==> src/rtl/yd_boot_ctrl.sv <==
// Boot loader: receives a byte-stream image (count, words, optional checksum), writes it into
// instruction memory, then releases the core. Checksum support enabled by YD_BOOT_CSUM_EN.
module yd_boot_ctrl #(
  parameter int unsigned DW = 16,
  parameter int unsigned AW = 16
) (
  input  logic          clk,
  input  logic          rst,
  input  logic [7:0]    rx_data,
  input  logic          rx_valid,
  output logic          rx_ready,
  output logic [AW-1:0] im_addr,
  output logic [DW-1:0] im_din,
  output logic          im_we,
  output logic          core_rst,
  input  logic          reload,
  output logic          done,
  output logic          err
);

  typedef enum logic [2:0] {
    StCntH, StCntL, StDatH, StDatL, StSumH, StSumL, StRun, StErr
  } state_e;

`ifdef YD_BOOT_CSUM_EN
  localparam state_e StAfterLoad = StSumH;
`else
  localparam state_e StAfterLoad = StRun;
`endif

  state_e        state_q, state_d;
  logic [7:0]    byte_hi_q, byte_hi_d;
  logic [15:0]   rem_q, rem_d;
  logic [AW-1:0] addr_q, addr_d;
  logic [AW-1:0] im_addr_q, im_addr_d;
  logic [DW-1:0] im_din_q, im_din_d;
  logic          im_we_q, im_we_d;
  logic          rx_ready_q, rx_ready_d;
  logic          core_rst_q, core_rst_d;
  logic          done_q, done_d;
  logic          xfer;
  logic [15:0]   word;
`ifdef YD_BOOT_CSUM_EN
  logic [15:0]   sum_q, sum_d;
  logic          err_q, err_d;
`endif

  // rx_ready is registered, so a transfer is judged against the flop, not the next state.
  assign xfer = rx_valid & rx_ready_q;
  assign word = {byte_hi_q, rx_data};

  always_comb begin
    state_d   = state_q;
    byte_hi_d = byte_hi_q;
    rem_d     = rem_q;
    addr_d    = addr_q;
    im_addr_d = im_addr_q;
    im_din_d  = im_din_q;
    im_we_d   = 1'b0;
`ifdef YD_BOOT_CSUM_EN
    sum_d     = sum_q;
`endif

    unique case (state_q)
      StCntH: begin
        if (xfer) begin
          byte_hi_d = rx_data;
          state_d   = StCntL;
        end
      end
      StCntL: begin
        if (xfer) begin
          rem_d   = word;
          state_d = (word == 16'd0) ? StAfterLoad : StDatH;
        end
      end
      StDatH: begin
        if (xfer) begin
          byte_hi_d = rx_data;
          state_d   = StDatL;
        end
      end
      StDatL: begin
        if (xfer) begin
          im_we_d   = 1'b1;
          im_din_d  = DW'(word);
          im_addr_d = addr_q;
          addr_d    = addr_q + AW'(1);
          rem_d     = rem_q - 16'd1;
`ifdef YD_BOOT_CSUM_EN
          sum_d     = sum_q + word;
`endif
          state_d   = (rem_q == 16'd1) ? StAfterLoad : StDatH;
        end
      end
`ifdef YD_BOOT_CSUM_EN
      StSumH: begin
        if (xfer) begin
          byte_hi_d = rx_data;
          state_d   = StSumL;
        end
      end
      StSumL: begin
        if (xfer) begin
          state_d = (word == sum_q) ? StRun : StErr;
        end
      end
      StErr: begin
        if (reload) begin
          state_d = StCntH;
        end
      end
`endif
      StRun: begin
        if (reload) begin
          state_d = StCntH;
        end
      end
      default: state_d = StCntH;
    endcase

    // A fresh load always starts at address 0 with a clean checksum.
    if (state_d == StCntH && state_q != StCntH) begin
      addr_d = '0;
`ifdef YD_BOOT_CSUM_EN
      sum_d  = '0;
`endif
    end

    rx_ready_d = (state_d != StRun) && (state_d != StErr);
    core_rst_d = (state_d != StRun);
    done_d     = (state_d == StRun);
`ifdef YD_BOOT_CSUM_EN
    err_d      = (state_d == StErr);
`endif
  end

  always_ff @(posedge clk or negedge rst) begin
    if (!rst) begin
      state_q    <= StCntH;
      byte_hi_q  <= '0;
      rem_q      <= '0;
      addr_q     <= '0;
      im_addr_q  <= '0;
      im_din_q   <= '0;
      im_we_q    <= 1'b0;
      rx_ready_q <= 1'b0;
      core_rst_q <= 1'b1;
      done_q     <= 1'b0;
`ifdef YD_BOOT_CSUM_EN
      sum_q      <= '0;
      err_q      <= 1'b0;
`endif
    end else begin
      state_q    <= state_d;
      byte_hi_q  <= byte_hi_d;
      rem_q      <= rem_d;
      addr_q     <= addr_d;
      im_addr_q  <= im_addr_d;
      im_din_q   <= im_din_d;
      im_we_q    <= im_we_d;
      rx_ready_q <= rx_ready_d;
      core_rst_q <= core_rst_d;
      done_q     <= done_d;
`ifdef YD_BOOT_CSUM_EN
      sum_q      <= sum_d;
      err_q      <= err_d;
`endif
    end
  end

  assign rx_ready = rx_ready_q;
  assign im_addr  = im_addr_q;
  assign im_din   = im_din_q;
  assign im_we    = im_we_q;
  assign core_rst = core_rst_q;
  assign done     = done_q;
`ifdef YD_BOOT_CSUM_EN
  assign err      = err_q;
`else
  assign err      = 1'b0;
`endif

endmodule

==> config.mk <==
export PLATFORM = sky130hd
export DESIGN_NAME = yd_boot_ctrl
export DESIGN_NICKNAME = d
export VERILOG_FILES = /design/src/rtl/yd_boot_ctrl.sv
export SDC_FILE = /design/constraint.sdc
export NUM_CORES = 1
export LEC_CHECK = 0
export BUFFER_PORTS_ARGS = -buffer_cell sky130_fd_sc_hd__clkbuf_2
export CAP_MARGIN = 20
export CORE_MARGIN = 3
export CORE_UTILIZATION = 45
export DETAILED_ROUTE_END_ITERATION = 6
export PLACE_DENSITY = 0.61
export SLEW_MARGIN = 15
export SYNTH_ARGS = -nofsm -noshare
export SYNTH_HDL_FRONTEND = slang
export SYNTH_SLANG_ARGS = --single-unit
==> constraint.sdc <==
create_clock -name clk -period 2.55 [get_ports clk]
set_input_delay 0 -clock clk [delete_from_list [all_inputs] [get_ports clk]]
set_output_delay 0 -clock clk [all_outputs]
set_load 0.1 [all_outputs]
==> run metrics <==
critical path data required time 2800 ps; share of the clock period used by the worst path after layout 82.8%; Skew-Pair Late Insertion Delay 370 ps; Worst VDD drop 0.916 mV; first-pass GRT wire length 14,700 um; Net Switching 0.00277 W; Syn-to-layout area delta 18.8%; I/O Buffers 47; synthesized instance count 386; Overall Global Routing Usage 20.8%; Detail Route Antenna Nets 0; dominant cell type by area after synthesis sky130_fd_sc_hd__dfrtp_1; wire length per cell after detailed routing 15.9 um; number of antenna violations at the first check in global routing 0; synthesized area per cell 9.56 um^2; post-route setup TNS 0 ps; min Tclk post-route 2110 ps; routability congestion estimate from global placement 0.867; critical path fanouts, max 5; layout cell share with drive strength beyond 1 20.9%; post-synthesis cell area 3690 um^2; register area share after synthesis 53.6%; Resize count post-CTS 0; Synthesized Nets 401; placeable core region 7850 um^2; count of filler cells inserted in the layout 735; Setup-failing EPs final 0; count of state elements after synthesis 79; Final Net Count 459; startpoint types flip-flop; top flip-flop cell by instance count after synthesis sky130_fd_sc_hd__dfrtp_1; Final Routed Wirelength 8780 um; power density normalized to cell area 1260 nW/um^2; Setup crit end kind flip-flop; top-level port count 49; path class of the lowest-slack min-delay path in -> async; number of remaining DRC errors 0; antenna cells 0; fraction of synthesized cell area taken by the top area cell type 52.9%; Initial DRT Pass Iterations 4; result of the run completed; synth top area cells sky130_fd_sc_hd__dfrtp_1 (53%), sky130_fd_sc_hd__nand2_1 (11%), sky130_fd_sc_hd__mux2_2 (2.4%); register share of total power 35.8%; number of DRC violations after detailed-routing iteration 0 129; overall via count from detail_route 3,060; clock buffer depth 2; Levels on crit path 6; max-capacitance violation count 0; share of synthesized registers carrying an async set or reset 100%; relative contribution of combinational cells to total power 44.7%; initial standard-cell utilization of the core 47.0%; area enclosed by the die boundary 9320 um^2; Clock Skews 14.6 ps; worst-path cell with the longest stage delay sky130_fd_sc_hd__nor3b_1; crit path kind reg -> reg; clock transition at the registers of the reported paths 80 ps; vias in the first global route 2,921; clock tree root buffer cell sky130_fd_sc_hd__clkbuf_8; Arr. time, crit path 2360 ps; count of final hold-check violations 0; footprint of the multi-input gates 1590 um^2; clock sinks 79; cell internal pwr 0.00274 W; GRT Residual Overflow 0; number of H-tree branching levels 3; Buffers & Inverters on Critical Path 1; CP Cell Sequence inv_1, ha_1, nor3b_1, nand2_1, or4_1, a31o_2; CTS tree yes; final HPWL from detailed placement 5940 um; Cell variety after synth 57; TritonCTS buffer count 9; transition time of the tightest slew-check pin 748 ps; leakage 2.06 nW; RSZ-0062 raised after global routing false; overall die width 96.6 um; Rel. slew slack 49.9%; Sequential cell area 1980 um^2; die height 96.6 um; category of cells accounting for the largest share of critical-path delay simple AND/OR/NAND/NOR gates; maximum cell stage delay along the critical path 440 ps; worst reg-to-reg path cell count 6; post-detailed-route via-to-cell ratio 5.55; clock share of power 19.5%; largest net degree at the start of global routing 80; site row count 32; final slew viol count 0; share of total power consumed by net switching 50.2%; number of buffers inserted to repair setup after CTS 0; worst hold margin 96.5 ps; highest attainable clock frequency 474 MHz; number of warning messages in the yosys log 0; number of enable flip-flop cells after synthesis 0
==> layer usage <==
metal  up-vias  global-route usage, %  wire (um)
li1       1477                      -          -
met1      1494                   27.4       3920
met2        78                   34.7       4340
met3        11                   3.80        408
met4         0                   7.24        112
met5         -                      0          0
==> path summary, 6_finish.rpt <==
check,endpoint,startpoint,slack (ps)
setup / recovery,rem_q[14]$_DFFE_PN0P_,rem_q[1]$_DFFE_PN0P_,440
hold / removal,im_addr[14]$_DFFE_PN0P_,rst,100
setup reg to reg,rem_q[14]$_DFFE_PN0P_,rem_q[1]$_DFFE_PN0P_,440
hold reg to reg,im_addr[12]$_DFFE_PN0P_,im_addr[12]$_DFFE_PN0P_,480
max in group asynchronous,rem_q[5]$_DFFE_PN0P_,rst,1870
min in group clk,state_q[1]$_DFF_PN0_,rx_valid,100
==> area by class of cell <==
class	count	share of cell area, %
multi-input cells	279	36.2
clock buffers	9	2.83
well taps	102	2.91
flip-flops and latches	79	45.1
clock inverters	7	2.37
repair buffers	67	9.87
inverters	8	0.685
==> per-stage QoR <==
stage	cells	setup WS, ps	power [W]	util [%]	instance area, um^2
after floorplan	386	213	0.00390	-	3690
after global placement	524	551	0.00441	51.3	4030
after detailed placement	524	478	0.00445	51.3	4030
after CTS	550	454	0.00554	55.5	4360
after global routing	551	219	0.00581	55.9	4380
final	551	439	0.00552	55.9	4380
==> flip-flops by register name (all words and copies together) (netlist names) <==
name	count
addr_q	16
byte_hi_q	8
rem_q	16
im_addr	16
im_we	1
im_din	16
core_rst	1
done	1
rx_ready	1
state_q	3
==> Yosys cell counts (all sizes together) (7+ instances only) <==
library cell / number
inv: 7
clkbuf: 12
or4: 11
mux2: 8
nand2: 111
dfrtp: 78
nand3: 11
nor2: 17
a21oi: 10
nand4: 8
nor3: 9
nor4: 9
o21ai: 16
o211ai: 8
buf: 8
==> cells by family (layout without fill, tap and decap cells) <==
logic type	after synthesis	count (layout)	synth area share, %
buffers and inverters	28	91	3.39
xor gates and xnor gates	9	9	2.14
adders and majority gates	3	3	1.02
other	1	1	0.102
AOI/OAI and AO/OA	59	59	10.8
and+or+nand+nor	199	199	26.5
muxes	8	8	2.44
DFF	79	79	53.6
==> cells in the final DEF (no fill, tap or decap), drive strengths merged, types with 4 or more instances in the layout <==
| cell type | instances |
|---|---|
| nor4 | 9 |
| clkbuf | 55 |
| inv | 10 |
| dfrtp | 78 |
| mux2 | 8 |
| o211ai | 8 |
| buf | 11 |
| nand4 | 8 |
| nand3 | 11 |
| o21ai | 16 |
| nor3b | 4 |
| nand2 | 111 |
| nor3 | 9 |
| dlygate4sd3 | 10 |
| or4 | 11 |
| a21oi | 10 |
| nor2 | 17 |
| xnor2 | 6 |
==> repair_timing <==
item	in CTS	in global routing
setup endpoints to repair	0	0
hold buffers	10	0
hold endpoints to repair	98	0
==> power groups by stage <==
stage               clock network, W  registers [W]  logic [W]
finish                       0.00108        0.00197    0.00246
global route                 0.00115        0.00202    0.00264
CTS                          0.00109        0.00197    0.00248
global placement                   0        0.00197    0.00244
floorplan                          0        0.00304   0.000858
detailed placement                 0        0.00198    0.00247
No activity file was read; power rests on OpenSTA's default activity.
